### src/rtl/fpmult_pkg.sv
// Shared types for the iterative fixed-point multiplier.
// Holds the {acc, counter} state record and the handshake FSM encoding.
package fpmult_pkg;

  localparam int FP_N  = 32;
  localparam int FP_D  = 16;
  localparam int ACC_W = FP_N + FP_D;
  localparam int CNT_W = $clog2(FP_N + 1);

  typedef struct packed {
    logic [ACC_W-1:0] acc;
    logic [CNT_W-1:0] counter;
  } state_t;

  typedef enum logic [1:0] {
    IDLE,
    CALC,
    DONE
  } fsm_e;

endpackage

### src/rtl/fpmult_step.sv
// One shift-and-add iteration: consumes multiplier bit hb[counter].
// Purely combinational; the top registers the returned state.
module fpmult_step
  import fpmult_pkg::*;
#(
  parameter int N    = FP_N,
  parameter int D    = FP_D,
  parameter int SIGN = 1
) (
  input  logic [ACC_W-1:0] ha,
  input  logic [N-1:0]     hb,
  input  state_t           cur,
  output state_t           nxt,
  output logic             last
);

  logic [$clog2(N)-1:0] w_idx;
  logic [ACC_W-1:0]     w_shifted;
  logic [ACC_W-1:0]     w_pp;
  logic                 w_neg;

  assign w_idx     = cur.counter[$clog2(N)-1:0];
  assign w_shifted = ha << cur.counter;
  assign last      = (cur.counter == CNT_W'(N - 1));
  // The sign bit of a two's-complement multiplier carries weight -2^(N-1).
  assign w_neg     = (SIGN != 0) && last && hb[N-1];

  always_comb begin
    w_pp = '0;
    if (hb[w_idx]) begin
      w_pp = w_neg ? (-w_shifted) : w_shifted;
    end
  end

  assign nxt.acc     = cur.acc + w_pp;
  assign nxt.counter = cur.counter + CNT_W'(1);

endmodule

### src/rtl/fpmult_state_i.sv
// Iterative Q(N-D).D multiplier behind a val/rdy stream interface.
// One multiplier bit per cycle; result valid N cycles after the accept edge.
module fpmult_state_i
  import fpmult_pkg::*;
#(
  parameter int N    = FP_N,
  parameter int D    = FP_D,
  parameter int SIGN = 1
) (
  input  logic         clk,
  input  logic         reset,
  input  logic         recv_val,
  output logic         recv_rdy,
  input  logic [N-1:0] a,
  input  logic [N-1:0] b,
  output logic         send_val,
  input  logic         send_rdy,
  output logic [N-1:0] c
);

  fsm_e             r_fsm;
  state_t           r_state;
  logic [ACC_W-1:0] r_ha;
  logic [N-1:0]     r_hb;

  state_t           w_nxt;
  logic             w_last;
  logic [ACC_W-1:0] w_ext;

  assign w_ext = {{D{(SIGN != 0) & a[N-1]}}, a};

  fpmult_step #(
    .N    (N),
    .D    (D),
    .SIGN (SIGN)
  ) u_step (
    .ha   (r_ha),
    .hb   (r_hb),
    .cur  (r_state),
    .nxt  (w_nxt),
    .last (w_last)
  );

  always_ff @(posedge clk or negedge reset) begin
    if (!reset) begin
      r_fsm    <= IDLE;
      r_state  <= '0;
      r_ha     <= '0;
      r_hb     <= '0;
      recv_rdy <= 1'b1;
      send_val <= 1'b0;
      c        <= '0;
    end else begin
      case (r_fsm)
        IDLE: begin
          if (recv_val && recv_rdy) begin
            r_ha     <= w_ext;
            r_hb     <= b;
            r_state  <= '0;
            recv_rdy <= 1'b0;
            r_fsm    <= CALC;
          end
        end
        CALC: begin
          r_state <= w_nxt;
          if (w_last) begin
            // Drop the D fraction bits: floor toward -inf, wrap the integer part.
            c        <= w_nxt.acc[ACC_W-1:D];
            send_val <= 1'b1;
            r_fsm    <= DONE;
          end
        end
        DONE: begin
          if (send_val && send_rdy) begin
            send_val <= 1'b0;
            recv_rdy <= 1'b1;
            r_fsm    <= IDLE;
          end
        end
        default: r_fsm <= IDLE;
      endcase
    end
  end

endmodule

### config.mk
export PLATFORM = sky130hd
export DESIGN_NAME = fpmult_state_i
export DESIGN_NICKNAME = d
export VERILOG_FILES = /design/src/rtl/fpmult_pkg.sv /design/src/rtl/fpmult_step.sv /design/src/rtl/fpmult_state_i.sv
export SDC_FILE = /design/constraint.sdc
export NUM_CORES = 1
export LEC_CHECK = 0
export ABC_CLOCK_PERIOD_IN_PS = 12330
export CAP_MARGIN = 20
export CORE_MARGIN = 10
export CORE_UTILIZATION = 55
export DETAILED_ROUTE_END_ITERATION = 10
export DONT_BUFFER_PORTS = 1
export PLACE_DENSITY_LB_ADDON = 0.15
export SYNTH_ARGS = -nofsm -noshare
export SYNTH_HDL_FRONTEND = slang
export SYNTH_HIERARCHICAL = 1
export SYNTH_SLANG_ARGS = --single-unit
### constraint.sdc
create_clock -name clk -period 12.33 [get_ports clk]
set_clock_uncertainty 0.15 [all_clocks]
set_input_delay 2.466 -clock clk [delete_from_list [all_inputs] [get_ports clk]]
set_output_delay 2.466 -clock clk [all_outputs]
set_load 0.005 [all_outputs]
Word level (Yosys, flattened, before mapping)
Index checks and enable logic that the tools add are counted.

Add/subtract/negate cells: 3. $lt $le $gt $ge: 1. Equality and inequality tests: 6. Shift-type cells: 1. Muxes and demuxes: 16. Reductions and logical operators: 13.

Operators by type and width (number): case mux 54 bit (2 select lines) (1); 2-to-1 mux 48 bit (2); 2-to-1 mux 54 bit (1); adder 48 bit (1); negation 48 bit (1); << shifter 48 x 6 -> 48 bit (1); AND reduction 3 bit (3); adder 6 x 1 -> 6 bit (second input constant) (1); equality test 6 x 5 -> 1 bit (second input constant) (1); less-than comparator 5 x 6 -> 1 bit (second input constant) (1); 2-to-1 mux 2 bit (3); case mux 2 bit (3 select lines) (1); AND reduction 2 bit (3); nonzero test 2 bit (3); binary-select mux 1 bit (select 5 bit) (1); 2-to-1 mux 1 bit (5); != test 2 bit (second input constant) (2); case mux 1 bit (2 select lines) (2); logical AND 1 bit (3); equality test 2 x 1 -> 1 bit (second input constant) (1); equality test 2 bit (second input constant) (1); logical NOT 2 bit (1); != test 2 x 1 -> 1 bit (second input constant) (1).

Bits in registers: 154. Input port bits: 68. Output and inout bits: 34. Logic and storage cells: 48.

Longest topological paths before layout
Word-level depth: 6. Gate-level depth with buffers: 28. Depth with buffers taken out: 24.

Modules after synthesis
The synthesis kept the hierarchy.

By module, submodules not included: fpmult_step (times used 1, cells each 852, area an instance 6730.2 um^2, seq. area each 0.0 um^2); fpmult_state_i (times used 1, cells each 345, area an instance 5665.4 um^2, seq. area each 3854.9 um^2).

Worst setup path after synthesis
No wires, ideal clock.

Path type: flip-flop to flip-flop. Start point: register r_state[0] (netlist name). End point: register c[31]. Library setup time: 125 ps. Arrival time: 5933 ps. Required time: 12055 ps. Slack: 6123 ps. Stages on the path, launching flop included: 25. Path buffers: 2. Period minus slack after synthesis: 6207 ps. Cell sequence: dfrtp_1 > buf_6 > mux4_2 > mux4_2 > and2_1 > o21ai_1 > o2111ai_1 > nor4b_1 > nand3b_1 > nand2_1 > clkbuf_1 > a21oi_1 > ha_1 > and2_1 > and3_1 > a2111oi_0 > nor3_1 > o21ai_0 > a31oi_1 > nor2b_1 > o21a_1 > nor3_1 > a2111oi_0 > xnor2_1 > mux2_2.

RTL lines: start, declared (RTL line fpmult_state_i.sv:22) `state_t r_state;`; start signal, assigned (RTL line fpmult_state_i.sv:65) `r_state <= w_nxt;`; end signal, assigned (RTL line fpmult_state_i.sv:68) `c <= w_nxt.acc[ACC_W-1:D];`; end, declared (RTL line fpmult_state_i.sv:18) `output logic [N-1:0] c`.

==> impl_metrics.py <==
metrics = {
    "global_routing": {
        "grt_pass1_wl_mm": 52.1,
        "grt_use_total_pct": 22.2,
        "grt_max_degree": 155,
        "grt_pass1_vias": 9277,
        "antenna_found_initial": 0,
        "gr-total-overflow": 0,
    },
    "detailed_routing": {
        "totalWireLength_mm": 32.1,
        "first_pass_iters": 5,
        "wl_per_cell_um": 22.2,
        "vias_per_cell": 6.63,
        "vias": 9589,
        "drc": 0,
        "drtIter0Drc": 931,
        "ant_nets": 0,
    },
    "layout": {
        "final_cell_mix": "dfrtp_1 (151), mux2_2 (111), nor2_1 (92), nand2_1 (85), a21oi_1 (75)",
        "layout_commonest_cell": "dfrtp_1",
        "regArea_sq_um": 3860,
        "multiInputGateArea_sq_um": 8050,
        "post-route-cell-area_sq_um": 13100,
        "syn2layout_area_growth_pct": 5.44,
        "drive_gt1_share_pct": 20.8,
        "antenna_cells": 0,
        "nFillCells": 1884,
        "nNetsFinal": 1271,
    },
    "worst_setup_path": {
        "worstSetupPathType": "reg2reg",
        "required_ns": 12.49,
        "crit_fanout": 48,
        "critPathArrivalTime_ns": 8.57,
        "end_kind": "flop",
        "startpoint_type": "flop",
        "rr_startpoint": "r_state[0]",
        "crit_start": "r_state[0]",
    },
    "logic_synthesis": {
        "synth.ff_latch_count": 154,
        "syn_avg_cell_area_sq_um": 10.4,
        "synth_flop_cell": "dfrtp_1",
        "yosysTopAreaCell": "dfrtp_1",
        "ys_warn_count": 6,
        "synth_area_leaders": "dfrtp_1 (31%), mux4_2 (12%), mux2_2 (10%)",
        "synthArstFlopShare_pct": 100,
        "synth_area_sq_um": 12400,
        "synthDistinctLibCells": 76,
        "yosysTopAreaCellShare_pct": 30.9,
        "synth_edf_count": 0,
        "synthCells": 1197,
        "ys_seq_area_share_pct": 31.1,
        "syn-num-nets": 1315,
    },
    "timing": {
        "setup_ws_ns": 3.93,
        "min_period_over_period_pct": 68.2,
        "relSlewSlack_pct": 34.3,
        "whs_ns": 0.344,
        "rsz0062_at_grt": "no",
        "setup_viol": 0,
        "slew_violations": 0,
        "setup_tns_ns": 0,
        "fmax_mhz": 119,
        "finalCriticalPeriod_ns": 8.40,
        "hold_viol": 0,
        "tightestPinTransition_ns": 0.960,
    },
    "die": {
        "core_area_sq_um": 22000,
        "die-height_um": 170,
        "io_pins": 102,
        "initial_core_util_pct": 56.3,
        "die_area_sq_um": 28900,
        "num_rows": 54,
        "die_x_um": 170,
    },
    "power_and_ir_drop": {
        "vdd_drop_max_mv": 0.0831,
        "leakage_nw": 5.89,
        "power_w": 0.00105,
        "powerDensity_nw_per_um2": 80.5,
    },
    "clock_network": {
        "cts_tree": "built",
        "cts_post_setup_buffers_inserted": 0,
        "clock_latency_ns": 0.44,
        "cts_sinks": 154,
        "cts-root-buf": "clkbuf_16",
        "cts_resized": 0,
        "h-tree-depth": 4,
        "ctsHoldBuffers": 0,
        "path_clk_slew_ns": 0.08,
        "clockBufferDepth": 2,
        "numCtsBuffers": 17,
    },
    "placed_design": {
        "gp_congestion": 0.999,
        "post-place-ws_ns": 4.08,
        "io_buffers": 0,
        "hpwl_mm": 23.1,
        "placed_area_sq_um": 12400,
    },
    "hold_path": {
        "min_path_type": "reg2reg",
        "min_from": "r_hb[12]",
    },
    "status": {
        "status": "finished, final reports clean",
    },
    "run": {
        "drv_cap": 0,
    },
}
## worst paths after layout
check,to,slack (ns),depth (start not counted)
worst min-delay path,r_hb[12],0.34,1
min in group asynchronous,c[5],1.57,0
worst max-delay path,c[31],3.93,23
worst max register to register,c[31],3.93,23
worst min register to register,r_hb[12],0.34,1
max in group asynchronous,r_state[0],10.19,0
## where the power goes
group          internal [W]    total (W)  leakage (nW)  switching, W
sequential         0.000505     0.000505          2.14             0
combinational   0.000000556  0.000000924          3.45   0.000000365
clock              0.000278     0.000547         0.299      0.000269
total              0.000783      0.00105          5.89      0.000269
## flip-flops by register name, indices dropped and copies added (netlist names)
| name | cells |
|---|---|
| send_val | 1 |
| r_hb | 32 |
| r_ha | 32 |
| c | 32 |
| r_state | 54 |
| r_fsm | 2 |
| recv_rdy | 1 |
## per-layer routing
layer / global-route usage (%) / vias to the layer above / wire length, um
li1: - / 4477 / -
met1: 31.4 / 4693 / 14700
met2: 33.1 / 364 / 14300
met3: 4.65 / 55 / 2340
met4: 7.78 / 0 / 798
met5: 0 / - / 0
## cells by family (layout without fill, tap and decap cells)
group	count (synthesis)	count (layout)	share of synthesized area, %
xor gates and xnor gates	66	66	4.66
and+or+nand+nor	294	294	11.2
adders and majority gates	50	50	5.11
DFF	154	154	31.1
buffers and inverters	97	66	4.17
AOI/OAI and AO/OA	311	311	17.5
muxes	225	225	26.2
## cells in the mapped netlist (all sizes together), types with 9 or more instances
cell type	instances
a21oi	75
and2	9
and3	12
o21ai	41
dfrtp	153
nand2b	11
nor2b	15
mux2i	40
xnor2	36
a31oi	12
nor3	21
mux4	68
mux2	117
a21o	36
inv	19
xor2	30
a211oi	9
a22o	57
nand4	11
nand2	87
nor2	92
nand3	13
ha	49
clkbuf	43
buf	35
## critical path: stages (launching register included)
cell,delay (ns)
dfrtp_4,0.74
buf_4,0.71
mux4_2,0.64
mux2i_1,0.46
mux2i_1,0.27
nor4b_1,0.29
o21ai_0,0.09
or3_1,0.36
nand3b_1,0.19
nand2_1,0.37
a21oi_1,0.13
ha_1,0.37
o211ai_1,0.22
o211ai_1,0.20
a2111oi_0,0.86
nor3_1,0.14
o21ai_0,0.44
a31oi_1,0.20
nor2b_1,0.26
o21a_1,0.19
nor3_1,0.06
a2111oi_0,0.46
xnor2_1,0.17
mux2_2,0.28
## layout make-up
cell class	count	share of cell area (%)
multi-input combinational	946	61.6
sequential	154	29.5
clock buffer	17	3.25
tap	280	2.68
clock inverter	15	1.46
timing repair buffer	15	0.957
inverter	19	0.546
## per-stage QoR
| step | util (%) | std cells |
|---|---|---|
| 3_5_place_dp | 56.4 | 1413 |
| 4_1_cts | 59.2 | 1445 |
| 6_report | 59.3 | 1446 |
| 2_1_floorplan | - | 1197 |
| 5_1_grt | 59.3 | 1446 |
| 3_3_place_gp | 56.4 | 1413 |
(Power assumes the default switching activity.)
